### src/rtl/frame_buffer_arbiter_if.sv
// ----------------------------------------------------------------------------
// frame_buffer_arbiter_if
// Bundles every non-clock signal of the frame-buffer arbiter: the display read
// port, the host write port, the RAM port and the status/control signals.
//
// Modports
//   slave  : the arbiter itself (consumes requests, drives RAM and status)
//   master : the surrounding system (display controller, host loader, RAM)
//
// Signal summary
//   RD_REQ / RD_ADDR          display read request and address
//   RD_DATA / RD_VALID        read data returned two cycles after RD_REQ
//   WR_VALID / WR_READY       host write handshake
//   WR_ADDR / WR_DATA         host write payload
//   MEM_ADDR/MEM_WE/MEM_WDATA registered RAM command
//   MEM_RDATA                 RAM read data for the current MEM_ADDR
//   FIFO_LEVEL                number of buffered host writes
//   STARVED / STARVE_CLR      sticky write-starvation flag and its clear
// ----------------------------------------------------------------------------
interface frame_buffer_arbiter_if #(
    parameter int ADDR_W     = 19,
    parameter int DATA_W     = 8,
    parameter int FIFO_DEPTH = 16
);
    localparam int LVL_W = $clog2(FIFO_DEPTH) + 1;

    logic              RD_REQ;
    logic [ADDR_W-1:0] RD_ADDR;
    logic [DATA_W-1:0] RD_DATA;
    logic              RD_VALID;

    // Host write handshake: a write transfers on a rising CLK_PX edge where
    // WR_VALID && WR_READY are both high. WR_READY never depends on WR_VALID.
    logic              WR_VALID;
    logic              WR_READY;
    logic [ADDR_W-1:0] WR_ADDR;
    logic [DATA_W-1:0] WR_DATA;

    logic [ADDR_W-1:0] MEM_ADDR;
    logic              MEM_WE;
    logic [DATA_W-1:0] MEM_WDATA;
    logic [DATA_W-1:0] MEM_RDATA;

    logic [LVL_W-1:0]  FIFO_LEVEL;
    logic              STARVED;
    logic              STARVE_CLR;

    modport slave (
        input  RD_REQ, RD_ADDR, WR_VALID, WR_ADDR, WR_DATA, MEM_RDATA, STARVE_CLR,
        output RD_DATA, RD_VALID, WR_READY, MEM_ADDR, MEM_WE, MEM_WDATA,
               FIFO_LEVEL, STARVED
    );

    modport master (
        output RD_REQ, RD_ADDR, WR_VALID, WR_ADDR, WR_DATA, MEM_RDATA, STARVE_CLR,
        input  RD_DATA, RD_VALID, WR_READY, MEM_ADDR, MEM_WE, MEM_WDATA,
               FIFO_LEVEL, STARVED
    );
endinterface

### src/rtl/frame_buffer_arbiter.sv
// ----------------------------------------------------------------------------
// frame_buffer_arbiter
// Shares a single-port pixel frame-buffer RAM between the real-time display
// read port (strict priority) and a host write port. Host writes are queued in
// a FIFO and drained into RAM on any cycle without a display read, which in
// practice means during blanking.
//
// Ports
//   CLK_PX   in   pixel clock, all logic on the rising edge
//   RST_n    in   asynchronous active-low reset; drops queued writes and any
//                 read in flight
//   bus      slave modport of frame_buffer_arbiter_if (read, write, RAM and
//                 status signals)
//   o_state  out  registered grant state (0 IDLE, 1 READ, 2 WRITE) for debug
//
// Read timing: RD_REQ sampled at edge N puts RD_ADDR on MEM_ADDR for cycle
// N+1; MEM_ADDR acts as the RAM's address register, so MEM_RDATA is valid
// during that same cycle and is captured into RD_DATA, visible at N+2.
// ----------------------------------------------------------------------------
module frame_buffer_arbiter #(
    parameter int ADDR_W       = 19,
    parameter int DATA_W       = 8,
    parameter int FIFO_DEPTH   = 16,
    parameter int STARVE_LIMIT = 1024
) (
    input  logic                    CLK_PX,
    input  logic                    RST_n,
    frame_buffer_arbiter_if.slave   bus,
    output logic [1:0]              o_state
);
    localparam int PTR_W = $clog2(FIFO_DEPTH);
    localparam int LVL_W = PTR_W + 1;
    localparam int CNT_W = $clog2(STARVE_LIMIT + 1);

    localparam logic [LVL_W-1:0] LVL_FULL  = LVL_W'(FIFO_DEPTH);
    localparam logic [CNT_W-1:0] CNT_LIMIT = CNT_W'(STARVE_LIMIT);

    typedef enum logic [1:0] {
        ST_IDLE  = 2'd0,
        ST_READ  = 2'd1,
        ST_WRITE = 2'd2
    } state_t;

    // ------------------------------------------------------------------
    // Registers
    // ------------------------------------------------------------------
    state_t            r_state;
    logic [ADDR_W-1:0] r_mem_addr;
    logic              r_mem_we;
    logic [DATA_W-1:0] r_mem_wdata;
    logic [DATA_W-1:0] r_rd_data;
    logic              r_rd_valid;

    logic [ADDR_W-1:0] r_fifo_addr [FIFO_DEPTH];
    logic [DATA_W-1:0] r_fifo_data [FIFO_DEPTH];
    logic [PTR_W-1:0]  r_wr_ptr;
    logic [PTR_W-1:0]  r_rd_ptr;
    logic [LVL_W-1:0]  r_level;

    logic [CNT_W-1:0]  r_starve_cnt;
    logic              r_starved;

    // ------------------------------------------------------------------
    // Combinational control
    // ------------------------------------------------------------------
    logic             w_empty;
    logic             w_full;
    logic             w_push;
    logic             w_pop;
    logic [CNT_W-1:0] w_cnt_next;

    assign w_empty = (r_level == '0);
    assign w_full  = (r_level == LVL_FULL);
    // Ready comes only from the registered level, so a full FIFO refuses a
    // push even on a cycle where it also pops.
    assign w_push  = bus.WR_VALID && !w_full;
    // A pop happens exactly when the FSM takes a WRITE grant this cycle.
    assign w_pop   = !bus.RD_REQ && !w_empty;

    assign bus.WR_READY   = !w_full;
    assign bus.FIFO_LEVEL = r_level;
    assign bus.MEM_ADDR   = r_mem_addr;
    assign bus.MEM_WE     = r_mem_we;
    assign bus.MEM_WDATA  = r_mem_wdata;
    assign bus.RD_DATA    = r_rd_data;
    assign bus.RD_VALID   = r_rd_valid;
    assign bus.STARVED    = r_starved;
    assign o_state        = r_state;

    // ------------------------------------------------------------------
    // Write FIFO storage (no reset needed: only entries between the
    // pointers are ever read)
    // ------------------------------------------------------------------
    always_ff @(posedge CLK_PX) begin
        if (w_push) begin
            r_fifo_addr[r_wr_ptr] <= bus.WR_ADDR;
            r_fifo_data[r_wr_ptr] <= bus.WR_DATA;
        end
    end

    // Pointers wrap naturally because FIFO_DEPTH is a power of two.
    always_ff @(posedge CLK_PX or negedge RST_n) begin
        if (!RST_n) begin
            r_wr_ptr <= '0;
            r_rd_ptr <= '0;
            r_level  <= '0;
        end else begin
            if (w_push) begin
                r_wr_ptr <= r_wr_ptr + PTR_W'(1);
            end
            if (w_pop) begin
                r_rd_ptr <= r_rd_ptr + PTR_W'(1);
            end
            case ({w_push, w_pop})
                2'b10:   r_level <= r_level + LVL_W'(1);
                2'b01:   r_level <= r_level - LVL_W'(1);
                default: r_level <= r_level;
            endcase
        end
    end

    // ------------------------------------------------------------------
    // Grant FSM with registered RAM command. The next state depends only on
    // this cycle's inputs; the display read always wins.
    // ------------------------------------------------------------------
    always_ff @(posedge CLK_PX or negedge RST_n) begin
        if (!RST_n) begin
            r_state     <= ST_IDLE;
            r_mem_addr  <= '0;
            r_mem_we    <= 1'b0;
            r_mem_wdata <= '0;
        end else if (bus.RD_REQ) begin
            r_state    <= ST_READ;
            r_mem_addr <= bus.RD_ADDR;
            r_mem_we   <= 1'b0;
        end else if (!w_empty) begin
            r_state     <= ST_WRITE;
            r_mem_addr  <= r_fifo_addr[r_rd_ptr];
            r_mem_wdata <= r_fifo_data[r_rd_ptr];
            r_mem_we    <= 1'b1;
        end else begin
            // MEM_ADDR and MEM_WDATA hold their last values while idle.
            r_state  <= ST_IDLE;
            r_mem_we <= 1'b0;
        end
    end

    // ------------------------------------------------------------------
    // Read return path: capture RAM data on the cycle after a READ grant
    // was registered. RD_DATA keeps its last value otherwise.
    // ------------------------------------------------------------------
    always_ff @(posedge CLK_PX or negedge RST_n) begin
        if (!RST_n) begin
            r_rd_data  <= '0;
            r_rd_valid <= 1'b0;
        end else begin
            r_rd_valid <= (r_state == ST_READ);
            if (r_state == ST_READ) begin
                r_rd_data <= bus.MEM_RDATA;
            end
        end
    end

    // ------------------------------------------------------------------
    // Write starvation monitor. The counter runs while writes are queued
    // and none is granted, and saturates at the limit. A clear also
    // restarts the count, so a persisting starvation is reported again a
    // full STARVE_LIMIT cycles after software acknowledged it.
    // ------------------------------------------------------------------
    always_comb begin
        w_cnt_next = r_starve_cnt;
        if (w_empty || w_pop || bus.STARVE_CLR) begin
            w_cnt_next = '0;
        end else if (r_starve_cnt != CNT_LIMIT) begin
            w_cnt_next = r_starve_cnt + CNT_W'(1);
        end
    end

    always_ff @(posedge CLK_PX or negedge RST_n) begin
        if (!RST_n) begin
            r_starve_cnt <= '0;
            r_starved    <= 1'b0;
        end else begin
            r_starve_cnt <= w_cnt_next;
            if (bus.STARVE_CLR) begin
                r_starved <= 1'b0;
            end else if (w_cnt_next == CNT_LIMIT) begin
                r_starved <= 1'b1;
            end
        end
    end
endmodule
### src/flat_wrapper.sv
// flat-port wrapper written by rule: the top's interface ports become plain ports
module frame_buffer_arbiter_flat 
#(
    parameter int ADDR_W       = 19,
    parameter int DATA_W       = 8,
    parameter int FIFO_DEPTH   = 16,
    parameter int STARVE_LIMIT = 1024
)
  (CLK_PX, RST_n, o_state, bus_RD_REQ, bus_RD_ADDR, bus_WR_VALID, bus_WR_ADDR, bus_WR_DATA, bus_MEM_RDATA, bus_STARVE_CLR, bus_RD_DATA, bus_RD_VALID, bus_WR_READY, bus_MEM_ADDR, bus_MEM_WE, bus_MEM_WDATA, bus_FIFO_LEVEL, bus_STARVED);
  frame_buffer_arbiter_if #(.ADDR_W(ADDR_W), .DATA_W(DATA_W), .FIFO_DEPTH(FIFO_DEPTH)) bus_i ();
  input  logic CLK_PX;
  input  logic RST_n;
  output logic [1:0] o_state;
  input wire logic [$bits(bus_i.RD_REQ)-1:0] bus_RD_REQ;
  input wire logic [$bits(bus_i.RD_ADDR)-1:0] bus_RD_ADDR;
  input wire logic [$bits(bus_i.WR_VALID)-1:0] bus_WR_VALID;
  input wire logic [$bits(bus_i.WR_ADDR)-1:0] bus_WR_ADDR;
  input wire logic [$bits(bus_i.WR_DATA)-1:0] bus_WR_DATA;
  input wire logic [$bits(bus_i.MEM_RDATA)-1:0] bus_MEM_RDATA;
  input wire logic [$bits(bus_i.STARVE_CLR)-1:0] bus_STARVE_CLR;
  output wire logic [$bits(bus_i.RD_DATA)-1:0] bus_RD_DATA;
  output wire logic [$bits(bus_i.RD_VALID)-1:0] bus_RD_VALID;
  output wire logic [$bits(bus_i.WR_READY)-1:0] bus_WR_READY;
  output wire logic [$bits(bus_i.MEM_ADDR)-1:0] bus_MEM_ADDR;
  output wire logic [$bits(bus_i.MEM_WE)-1:0] bus_MEM_WE;
  output wire logic [$bits(bus_i.MEM_WDATA)-1:0] bus_MEM_WDATA;
  output wire logic [$bits(bus_i.FIFO_LEVEL)-1:0] bus_FIFO_LEVEL;
  output wire logic [$bits(bus_i.STARVED)-1:0] bus_STARVED;
  assign bus_i.RD_REQ = bus_RD_REQ;
  assign bus_i.RD_ADDR = bus_RD_ADDR;
  assign bus_i.WR_VALID = bus_WR_VALID;
  assign bus_i.WR_ADDR = bus_WR_ADDR;
  assign bus_i.WR_DATA = bus_WR_DATA;
  assign bus_i.MEM_RDATA = bus_MEM_RDATA;
  assign bus_i.STARVE_CLR = bus_STARVE_CLR;
  assign bus_RD_DATA = bus_i.RD_DATA;
  assign bus_RD_VALID = bus_i.RD_VALID;
  assign bus_WR_READY = bus_i.WR_READY;
  assign bus_MEM_ADDR = bus_i.MEM_ADDR;
  assign bus_MEM_WE = bus_i.MEM_WE;
  assign bus_MEM_WDATA = bus_i.MEM_WDATA;
  assign bus_FIFO_LEVEL = bus_i.FIFO_LEVEL;
  assign bus_STARVED = bus_i.STARVED;
  frame_buffer_arbiter #(.ADDR_W(ADDR_W), .DATA_W(DATA_W), .FIFO_DEPTH(FIFO_DEPTH), .STARVE_LIMIT(STARVE_LIMIT)) u_core (.CLK_PX(CLK_PX), .RST_n(RST_n), .bus(bus_i), .o_state(o_state));
endmodule
### config.mk
export PLATFORM = sky130hd
export DESIGN_NAME = frame_buffer_arbiter_flat
export DESIGN_NICKNAME = d
export VERILOG_FILES = /design/src/rtl/frame_buffer_arbiter_if.sv /design/src/rtl/frame_buffer_arbiter.sv /design/src/flat_wrapper.sv
export SDC_FILE = /design/constraint.sdc
export NUM_CORES = 1
export LEC_CHECK = 0
export CORE_UTILIZATION = 36
export DETAILED_ROUTE_END_ITERATION = 10
export GPL_TIMING_DRIVEN = 0
export SYNTH_ARGS = -nofsm -noshare
export SYNTH_HDL_FRONTEND = slang
export SYNTH_SLANG_ARGS = --single-unit
### constraint.sdc
create_clock -name CLK_PX -period 7.3 [get_ports CLK_PX]
set_input_delay 0.73 -clock CLK_PX [delete_from_list [all_inputs] [get_ports CLK_PX]]
set_output_delay 0.73 -clock CLK_PX [all_outputs]
set_load 0.1 [all_outputs]
==> metrics.txt, run 1 <==
# TYPE chip_impl_metric gauge
chip_impl_metric{name="routabilityCongestion",unit=""} 0.731
chip_impl_metric{name="dieHeight",unit="microns"} 233
chip_impl_metric{name="critPathMaxFanout",unit=""} 12
chip_impl_metric{name="globalRouteOverflowTotal",unit=""} 0
chip_impl_metric{name="area_delta_synth_final",unit="%"} 21.6
chip_impl_metric{name="route.detailed.drc",unit=""} 0
chip_impl_metric{name="vdd_ir_drop_max",unit="mV"} 0.244
chip_impl_metric{name="cts-buffers-inserted",unit=""} 52
chip_impl_metric{name="num-fill-cells",unit=""} 4492
chip_impl_metric{name="slew-limit-headroom",unit=""} 0.174
chip_impl_metric{name="simple_gate_area_share_of_the_yosys_netlist",unit=""} 0.0218
chip_impl_info{name="synth_top_family_by_area",value="multiplexers"} 1
chip_impl_info{name="root_buffer",value="sky130_fd_sc_hd__clkbuf_16"} 1
chip_impl_metric{name="ys_warn_count",unit=""} 0
chip_impl_info{name="critical_path.cell_chain",value="clkdlybuf4s50_1, nor2_1, clkbuf_1, ha_1, clkbuf_1, xor2_1, ha_1, a21o_1, nand2_1, a21o_1, a31oi_1, xnor2_1"} 1
chip_impl_info{name="leading_cell_type_in_the_layout_fill_and_taps_excluded",value="sky130_fd_sc_hd__edfxtp_1"} 1
chip_impl_metric{name="dieWidth",unit="microns"} 233
chip_impl_metric{name="first_global_vias",unit=""} 10200
chip_impl_metric{name="portion_of_the_clock_cycle_consumed_by_the_worst_path_in_the_final_layout",unit=""} 0.545
chip_impl_metric{name="clock_sink_count",unit=""} 495
chip_impl_metric{name="layout.area.seq",unit="sq um"} 14500
chip_impl_metric{name="grt_antenna_before_repair",unit=""} 2
chip_impl_metric{name="cts_setup_buffers",unit=""} 0
chip_impl_metric{name="rows",unit=""} 84
chip_impl_metric{name="utilization",unit=""} 0.443
chip_impl_info{name="critPathKind",value="input pin to flip-flop"} 1
chip_impl_metric{name="cap_violations",unit=""} 0
chip_impl_metric{name="worst-endpoint-required",unit="ps"} 7810
chip_impl_metric{name="num_antenna_cells",unit=""} 0
chip_impl_info{name="cp-end-kind",value="flip-flop"} 1
chip_impl_metric{name="synth_xor_xnor_area_share",unit=""} 0.00730
chip_impl_metric{name="design.core.area",unit="sq um"} 52700
chip_impl_metric{name="dpl_worst_slack",unit="ps"} 2710
chip_impl_info{name="timing.critical_path.slowest_stage_cell",value="sky130_fd_sc_hd__clkbuf_1"} 1
chip_impl_metric{name="total_leakage_power",unit="uW"} 0.00762
chip_impl_metric{name="first_pass_iteration_count_of_the_detailed_router",unit=""} 5
chip_impl_metric{name="achievable_clock_frequency",unit="GHz"} 0.251
chip_impl_metric{name="final_cell_count_no_fill",unit=""} 1850
chip_impl_metric{name="post-place-cells",unit=""} 1756
chip_impl_metric{name="pins_over_slew_limit",unit=""} 0
chip_impl_metric{name="muxShareOfSynthArea",unit=""} 0.147
chip_impl_metric{name="finalNetCount",unit=""} 1191
chip_impl_metric{name="total_area_of_multi_input_combinational_cells",unit="sq um"} 4420
chip_impl_metric{name="synthAdderAreaFrac",unit=""} 0.00652
chip_impl_metric{name="pin_count",unit=""} 105
chip_impl_info{name="min_path_type",value="input pin to async pin"} 1
chip_impl_metric{name="number_of_buffers_between_clock_root_and_the_deepest_sink",unit=""} 3
chip_impl_metric{name="crit_buf_inv",unit=""} 3
chip_impl_metric{name="antenna_violating_nets_post_route",unit=""} 0
chip_impl_metric{name="synth.yosys.seq_area_share",unit=""} 0.758
chip_impl_metric{name="floorplan.initialDensity",unit=""} 0.365
chip_impl_metric{name="cts-htree-levels",unit=""} 2
chip_impl_metric{name="flop_and_latch_count_out_of_synthesis",unit=""} 495
chip_impl_metric{name="route.detailed.wl_per_inst",unit="microns"} 24.4
chip_impl_metric{name="clk-insertion-delay-late",unit="ps"} 610
chip_impl_metric{name="syn_area",unit="sq um"} 19200
chip_impl_metric{name="initialDrtViolationCount",unit=""} 997
chip_impl_metric{name="grt_first_pass_wirelength",unit="microns"} 66800
chip_impl_metric{name="worst-slew-pin-transition",unit="ps"} 1240
chip_impl_info{name="clock_tree_from_tritoncts",value="built"} 1
chip_impl_metric{name="final_critical_path_setup_slack",unit="ps"} 3320
chip_impl_metric{name="maximum_number_of_pins_on_one_net_before_global_route_repair",unit=""} 50
chip_impl_metric{name="clkSlewWorstSetupHoldPaths",unit="ps"} 60
chip_impl_info{name="most_frequent_cells_in_the_layout",value="sky130_fd_sc_hd__edfxtp_1 (432), sky130_fd_sc_hd__mux4_2 (116), sky130_fd_sc_hd__clkdlybuf4s50_1 (103)"} 1
chip_impl_metric{name="finalWorstPathRequiredPeriod",unit="ps"} 3980
chip_impl_metric{name="grtUsageTotal",unit=""} 0.172
chip_impl_metric{name="skew",unit="ps"} 28.2
chip_impl_metric{name="cp.arrival",unit="ps"} 4490
chip_impl_metric{name="placement.io_buffers",unit=""} 104
chip_impl_metric{name="design_power_total",unit="uW"} 9480
chip_impl_info{name="start_kind",value="input pin"} 1
chip_impl_metric{name="via_per_inst",unit=""} 5.28
chip_impl_metric{name="synth-compound-area-share",unit=""} 0.0424
chip_impl_metric{name="cts.repair.resized",unit=""} 0
chip_impl_info{name="worst_path_dominant_cell_family",value="buffers and inverters"} 1
chip_impl_metric{name="finalHoldViolCount",unit=""} 0
chip_impl_metric{name="final.setup.tns",unit="ps"} 0
chip_impl_metric{name="routed_wirelength",unit="microns"} 45200
chip_impl_metric{name="finalSetupViolCount",unit=""} 0
chip_impl_metric{name="count_of_hold_buffers_inserted_by_post_cts_repair",unit=""} 0
chip_impl_metric{name="dieArea",unit="sq um"} 54200
chip_impl_metric{name="routed-via-count",unit=""} 9766
chip_impl_info{name="grt_setup_unrepaired",value="no"} 1
chip_impl_metric{name="timing.critical_path.slowest_cell_delay",unit="ps"} 960
chip_impl_metric{name="dp_hpwl",unit="microns"} 29000
chip_impl_metric{name="post_synth_num_cell_types",unit=""} 44
chip_impl_metric{name="mappedNetlistNets",unit=""} 1006
chip_impl_metric{name="post_route_cells_drive_above_1_share",unit=""} 0.234
chip_impl_metric{name="syn-mean-instance-area",unit="sq um"} 20.5
chip_impl_metric{name="synth_cells",unit=""} 937
chip_impl_info{name="run_status",value="completed"} 1
chip_impl_metric{name="p_per_area",unit="nW/um^2"} 406
path summary, 6_finish.rpt:
path	from	endpoint	slack (ps)	cells after the start
worst min register to register	u_core.bus.RD_DATA[5]$_DFFE_PN0P_	u_core.bus.RD_DATA[5]$_DFFE_PN0P_	510	1
worst max register to register	u_core.bus.FIFO_LEVEL[1]$_DFFE_PN0P_	u_core.bus.FIFO_LEVEL[4]$_DFFE_PN0P_	3420	13
worst min-delay path	RST_n	u_core.bus.MEM_ADDR[2]$_DFFE_PN0P_	20	1
min in group CLK_PX	u_core.bus.RD_DATA[5]$_DFFE_PN0P_	u_core.bus.RD_DATA[5]$_DFFE_PN0P_	510	1
worst max-delay path	bus_RD_REQ	u_core.bus.FIFO_LEVEL[4]$_DFFE_PN0P_	3320	12
max in group asynchronous	RST_n	u_core.bus.MEM_WDATA[5]$_DFFE_PN0P_	6680	2
cell usage after synthesis (all sizes together):
cell / n / share of area
or4: 4 / 0.0018
nand3: 7 / 0.0018
or3: 1 / 0.00033
buf: 28 / 0.0080
o21ai: 6 / 0.0016
o21a: 1 / 0.00039
clkbuf: 21 / 0.0041
mux4: 116 / 0.14
nor2b: 6 / 0.0020
a21oi: 45 / 0.012
and2: 2 / 0.00065
nor3: 5 / 0.0013
o31ai: 4 / 0.0018
and3: 1 / 0.00033
nand2: 13 / 0.0027
xor2: 6 / 0.0027
o211ai: 1 / 0.0011
nand4: 5 / 0.0016
inv: 27 / 0.0053
edfxtp: 432 / 0.68
nor4b: 3 / 0.0014
a211oi: 20 / 0.0078
nand2b: 4 / 0.0013
mux2: 18 / 0.011
a22oi: 39 / 0.015
ha: 10 / 0.0065
a211o: 1 / 0.00046
xnor2: 10 / 0.0046
nor3b: 1 / 0.00039
dfrtp: 63 / 0.082
a31oi: 2 / 0.00065
a21o: 3 / 0.0012
o2111ai: 1 / 0.00046
or2: 1 / 0.00033
nor2: 30 / 0.0060
where the power goes:
group	switching (uW)	internal (uW)	leakage [uW]
registers	131	3450	0.00466
clock network	1090	1470	0.000808
logic	2110	1230	0.00215
final cells by class:
| type | count | share of cell area |
|---|---|---|
| clock inverters | 30 | 0.0120 |
| well taps | 688 | 0.0369 |
| multi-input cells | 366 | 0.189 |
| repair buffers | 131 | 0.0658 |
| clock buffers | 64 | 0.0586 |
| inverters | 27 | 0.00434 |
| plain buffers | 49 | 0.00991 |
| flip-flops and latches | 495 | 0.623 |
kinds of logic (layout without fill, tap and decap cells):
kind of cell	count (synthesis)	in the layout
flops	495	495
buf+inv	76	301
simple gates	83	83
compound gates	123	123
xor+xnor	16	16
mux	134	134
fa+ha+maj	10	10
per-layer routing:
layer  share of wire  GRT usage
met5         0.00066          0
met4           0.024     0.0523
met3           0.056     0.0284
met2            0.49      0.277
met1            0.43      0.238
stage by stage:
stage               hold slack (ps)  cell area, sq um
floorplan                       434             19200
global placement                482             21100
detailed placement              498             21700
CTS                            8.58             23300
global route                   22.6             23300
finish                         15.7             23300
flip-flops by register name (all words and copies together), names as in the netlist:
name,cells
u_core.r_fifo_addr,304
u_core.r_fifo_data,128
u_core.bus.MEM_ADDR,19
u_core.r_starve_cnt,11
u_core.bus.MEM_WDATA,8
u_core.bus.RD_DATA,8
u_core.bus.FIFO_LEVEL,5
u_core.r_rd_ptr,4
u_core.r_wr_ptr,4
u_core.bus.MEM_WE,1
u_core.bus.RD_VALID,1
u_core.bus.STARVED,1
u_core.o_state,1
worst reg2reg max path: cells and delay by family (launching register included):
family                     cells  cell delay, ps
adders and majority gates      2             520
xor gates and xnor gates       2             330
AOI/OAI and AO/OA              3             470
and+or+nand+nor                4             710
DFF                            1             500
buffers and inverters          2            1280
Note: power is estimated with default switching activity, not from simulation.
==> inputs of run 2 (changes only) <==
==> constraint.sdc (replaced) <==
create_clock -name CLK_PX -period 3.7 [get_ports CLK_PX]
set_input_delay 0.37 -clock CLK_PX [delete_from_list [all_inputs] [get_ports CLK_PX]]
set_output_delay 0.37 -clock CLK_PX [all_outputs]
set_load 0.1 [all_outputs]
==> run 2 against run 1 <==
Sequential cell count unchanged. Sequential share of layout area shrank 0.25 points. Register-to-register slack worse by 3100 ps. Clock power increased by 100%. Highest routed layer unchanged.
==> metrics.txt, run 2 (synthesis results as in run 1) <==
# TYPE chip_impl_metric gauge
chip_impl_metric{name="dpl_worst_slack",unit="ps"} -616
chip_impl_metric{name="critPathMaxFanout",unit=""} 12
chip_impl_info{name="registers.top_by_ff_count",value="u_core.r_fifo_addr"} 1
chip_impl_metric{name="final_critical_path_setup_slack",unit="ps"} 277
chip_impl_metric{name="finalWorstPathRequiredPeriod",unit="ps"} 3420
chip_impl_metric{name="pin_count",unit=""} 105
chip_impl_metric{name="route.detailed.drc",unit=""} 0
chip_impl_info{name="root_buffer",value="sky130_fd_sc_hd__clkbuf_16"} 1
chip_impl_metric{name="utilization",unit=""} 0.445
chip_impl_metric{name="portion_of_the_clock_cycle_consumed_by_the_worst_path_in_the_final_layout",unit=""} 0.925
chip_impl_metric{name="total_leakage_power",unit="uW"} 0.00763
chip_impl_metric{name="dp_hpwl",unit="microns"} 28700
chip_impl_metric{name="worst-endpoint-required",unit="ps"} 4200
chip_impl_metric{name="floorplan.initialDensity",unit=""} 0.365
chip_impl_metric{name="cap_violations",unit=""} 0
chip_impl_metric{name="cts-buffers-inserted",unit=""} 51
chip_impl_metric{name="finalSetupViolCount",unit=""} 0
chip_impl_metric{name="number_of_buffers_between_clock_root_and_the_deepest_sink",unit=""} 3
chip_impl_info{name="worstSetupStartpoint",value="u_core.bus.FIFO_LEVEL[1]$_DFFE_PN0P_"} 1
chip_impl_metric{name="placement.io_buffers",unit=""} 104
chip_impl_metric{name="via_per_inst",unit=""} 5.24
chip_impl_metric{name="finalNetCount",unit=""} 1185
chip_impl_metric{name="route.detailed.wl_per_inst",unit="microns"} 24.3
chip_impl_info{name="min_path_type",value="input pin to async pin"} 1
chip_impl_info{name="grt_setup_unrepaired",value="no"} 1
chip_impl_metric{name="first_global_vias",unit=""} 10200
chip_impl_metric{name="slew-limit-headroom",unit=""} 0.209
chip_impl_metric{name="clk-insertion-delay-late",unit="ps"} 590
chip_impl_metric{name="achievable_clock_frequency",unit="GHz"} 0.292
chip_impl_metric{name="initialDrtViolationCount",unit=""} 787
chip_impl_metric{name="dieArea",unit="sq um"} 54200
chip_impl_metric{name="total_area_of_multi_input_combinational_cells",unit="sq um"} 4450
chip_impl_metric{name="clkSlewWorstSetupHoldPaths",unit="ps"} 60
chip_impl_metric{name="cts-htree-levels",unit=""} 2
chip_impl_metric{name="routed-via-count",unit=""} 9668
chip_impl_metric{name="pins_over_slew_limit",unit=""} 0
chip_impl_metric{name="layout.area.seq",unit="sq um"} 14600
chip_impl_metric{name="skew",unit="ps"} 14.9
chip_impl_info{name="cp-end-kind",value="flip-flop"} 1
chip_impl_info{name="leading_cell_type_in_the_layout_fill_and_taps_excluded",value="sky130_fd_sc_hd__edfxtp_1"} 1
chip_impl_metric{name="area_delta_synth_final",unit="%"} 22.2
chip_impl_metric{name="dieHeight",unit="microns"} 233
chip_impl_metric{name="grt_antenna_before_repair",unit=""} 1
chip_impl_metric{name="dieWidth",unit="microns"} 233
chip_impl_metric{name="routed_wirelength",unit="microns"} 44800
chip_impl_metric{name="p_per_area",unit="nW/um^2"} 802
chip_impl_metric{name="routabilityCongestion",unit=""} 0.750
chip_impl_info{name="start_kind",value="flip-flop"} 1
chip_impl_info{name="rr_startpoint",value="u_core.bus.FIFO_LEVEL[1]$_DFFE_PN0P_"} 1
chip_impl_metric{name="clock_sink_count",unit=""} 495
chip_impl_metric{name="final_cell_count_no_fill",unit=""} 1844
chip_impl_info{name="clock_tree_from_tritoncts",value="built"} 1
chip_impl_metric{name="post-place-cells",unit=""} 1750
chip_impl_metric{name="maximum_number_of_pins_on_one_net_before_global_route_repair",unit=""} 44
chip_impl_info{name="run_status",value="completed"} 1
chip_impl_metric{name="num-fill-cells",unit=""} 4454
chip_impl_metric{name="first_pass_iteration_count_of_the_detailed_router",unit=""} 5
chip_impl_metric{name="worst-slew-pin-transition",unit="ps"} 1180
chip_impl_metric{name="cts_setup_buffers",unit=""} 0
chip_impl_metric{name="post_route_cells_drive_above_1_share",unit=""} 0.234
chip_impl_metric{name="vdd_ir_drop_max",unit="mV"} 0.645
chip_impl_info{name="most_frequent_cells_in_the_layout",value="sky130_fd_sc_hd__edfxtp_1 (432), sky130_fd_sc_hd__mux4_2 (116), sky130_fd_sc_hd__clkdlybuf4s50_1 (103)"} 1
chip_impl_info{name="critPathKind",value="flip-flop to flip-flop"} 1
chip_impl_metric{name="finalHoldViolCount",unit=""} 0
chip_impl_metric{name="reg2regPathDepth",unit=""} 13
chip_impl_metric{name="design.core.area",unit="sq um"} 52700
chip_impl_metric{name="largest_register_ffs",unit=""} 304
chip_impl_metric{name="num_antenna_cells",unit=""} 0
chip_impl_metric{name="grtUsageTotal",unit=""} 0.171
chip_impl_metric{name="rows",unit=""} 84
chip_impl_metric{name="globalRouteOverflowTotal",unit=""} 0
chip_impl_metric{name="cp.arrival",unit="ps"} 3920
chip_impl_metric{name="grt_first_pass_wirelength",unit="microns"} 66500
chip_impl_metric{name="antenna_violating_nets_post_route",unit=""} 0
==> run 2: changes by cell type in the layout (fill, tap and decap cells not counted), sizes merged <==
| cell | delta |
|---|---|
| buf | -5 |
| bufinv | +2 |
| clkbuf | +2 |
| clkinv | -7 |
| clkinvlp | +1 |
| dlygate4sd3 | +1 |
==> run 2: repair_timing <==
| item | in CTS | in global routing |
|---|---|---|
| hold endpoints to repair | 20 | 0 |
| setup endpoints to repair | 2 | 2 |
| hold buffers | 1 | 0 |
| gates resized for setup | 1 | 1 |
==> run 2: worst paths after layout <==
check                                                  endpoint  slack [ps]
setup / recovery           u_core.bus.FIFO_LEVEL[4]$_DFFE_PN0P_         280
hold / removal                u_core.bus.RD_DATA[0]$_DFFE_PN0P_         250
setup reg to reg           u_core.bus.FIFO_LEVEL[4]$_DFFE_PN0P_         280
hold reg to reg                  u_core.bus.STARVED$_DFFE_PN0P_         500
max in group asynchronous   u_core.bus.MEM_WDATA[6]$_DFFE_PN0P_        2850
min in group CLK_PX         u_core.bus.MEM_ADDR[12]$_DFFE_PN0P_         320
==> run 2: area by class of cell <==
class / count / area share
Multi-Input combinational cell: 366 / 0.190
Sequential cell: 495 / 0.621
Tap cell: 688 / 0.0367
Inverter: 27 / 0.00432
Clock buffer: 67 / 0.0583
Buffer: 49 / 0.00992
Timing Repair Buffer: 126 / 0.0679
Clock inverter: 26 / 0.0125
==> run 2: critical path, stage by stage (launching register included) <==
cell	delay, ps
sky130_fd_sc_hd__dfrtp_2	450
sky130_fd_sc_hd__or4_4	600
sky130_fd_sc_hd__nor2_2	220
sky130_fd_sc_hd__nor2_1	150
sky130_fd_sc_hd__buf_2	340
sky130_fd_sc_hd__ha_1	270
sky130_fd_sc_hd__clkbuf_1	200
sky130_fd_sc_hd__xor2_1	190
sky130_fd_sc_hd__ha_1	250
sky130_fd_sc_hd__inv_1	60
sky130_fd_sc_hd__o21ai_0	70
sky130_fd_sc_hd__a21o_1	200
sky130_fd_sc_hd__a31oi_1	200
sky130_fd_sc_hd__xnor2_1	140
==> run 2: power by group <==
group	switching (uW)	internal (uW)	total, uW	leakage, uW
Sequential	259	6820	7080	0.00466
Combinational	4160	2440	6600	0.00217
Clock	2120	3020	5130	0.000804
Total	6540	12300	18800	0.00763
==> run 2: per-stage QoR <==
step	total power [uW]	setup TNS (ps)	cell area (sq um)	hold WS [ps]
after global placement	13600	-62320	21200	480
after floorplan	11800	0	19300	74.4
after detailed placement	13900	-1470	21800	323
after global routing	19600	0	23500	265
final	18800	0	23500	250
after CTS	19000	0	23500	237
==> run 2: layer usage <==
| layer | vias up | GRT usage | part of all wire |
|---|---|---|---|
| li1 | 4207 | - | - |
| met1 | 5109 | 0.232 | 0.43 |
| met2 | 278 | 0.275 | 0.48 |
| met3 | 72 | 0.0354 | 0.059 |
| met4 | 2 | 0.0545 | 0.025 |
| met5 | - | 0 | 0.00029 |
==> inputs of run 3 (changes only) <==
--- a/config.mk
+++ b/config.mk
@@ -11,3 +11,4 @@
 export SYNTH_ARGS = -nofsm -noshare
 export SYNTH_HDL_FRONTEND = slang
 export SYNTH_SLANG_ARGS = --single-unit
+export TNS_END_PERCENT = 100
==> results of run 3 <==
No change in the layout: final DEF, timing and power equal those of run 2.
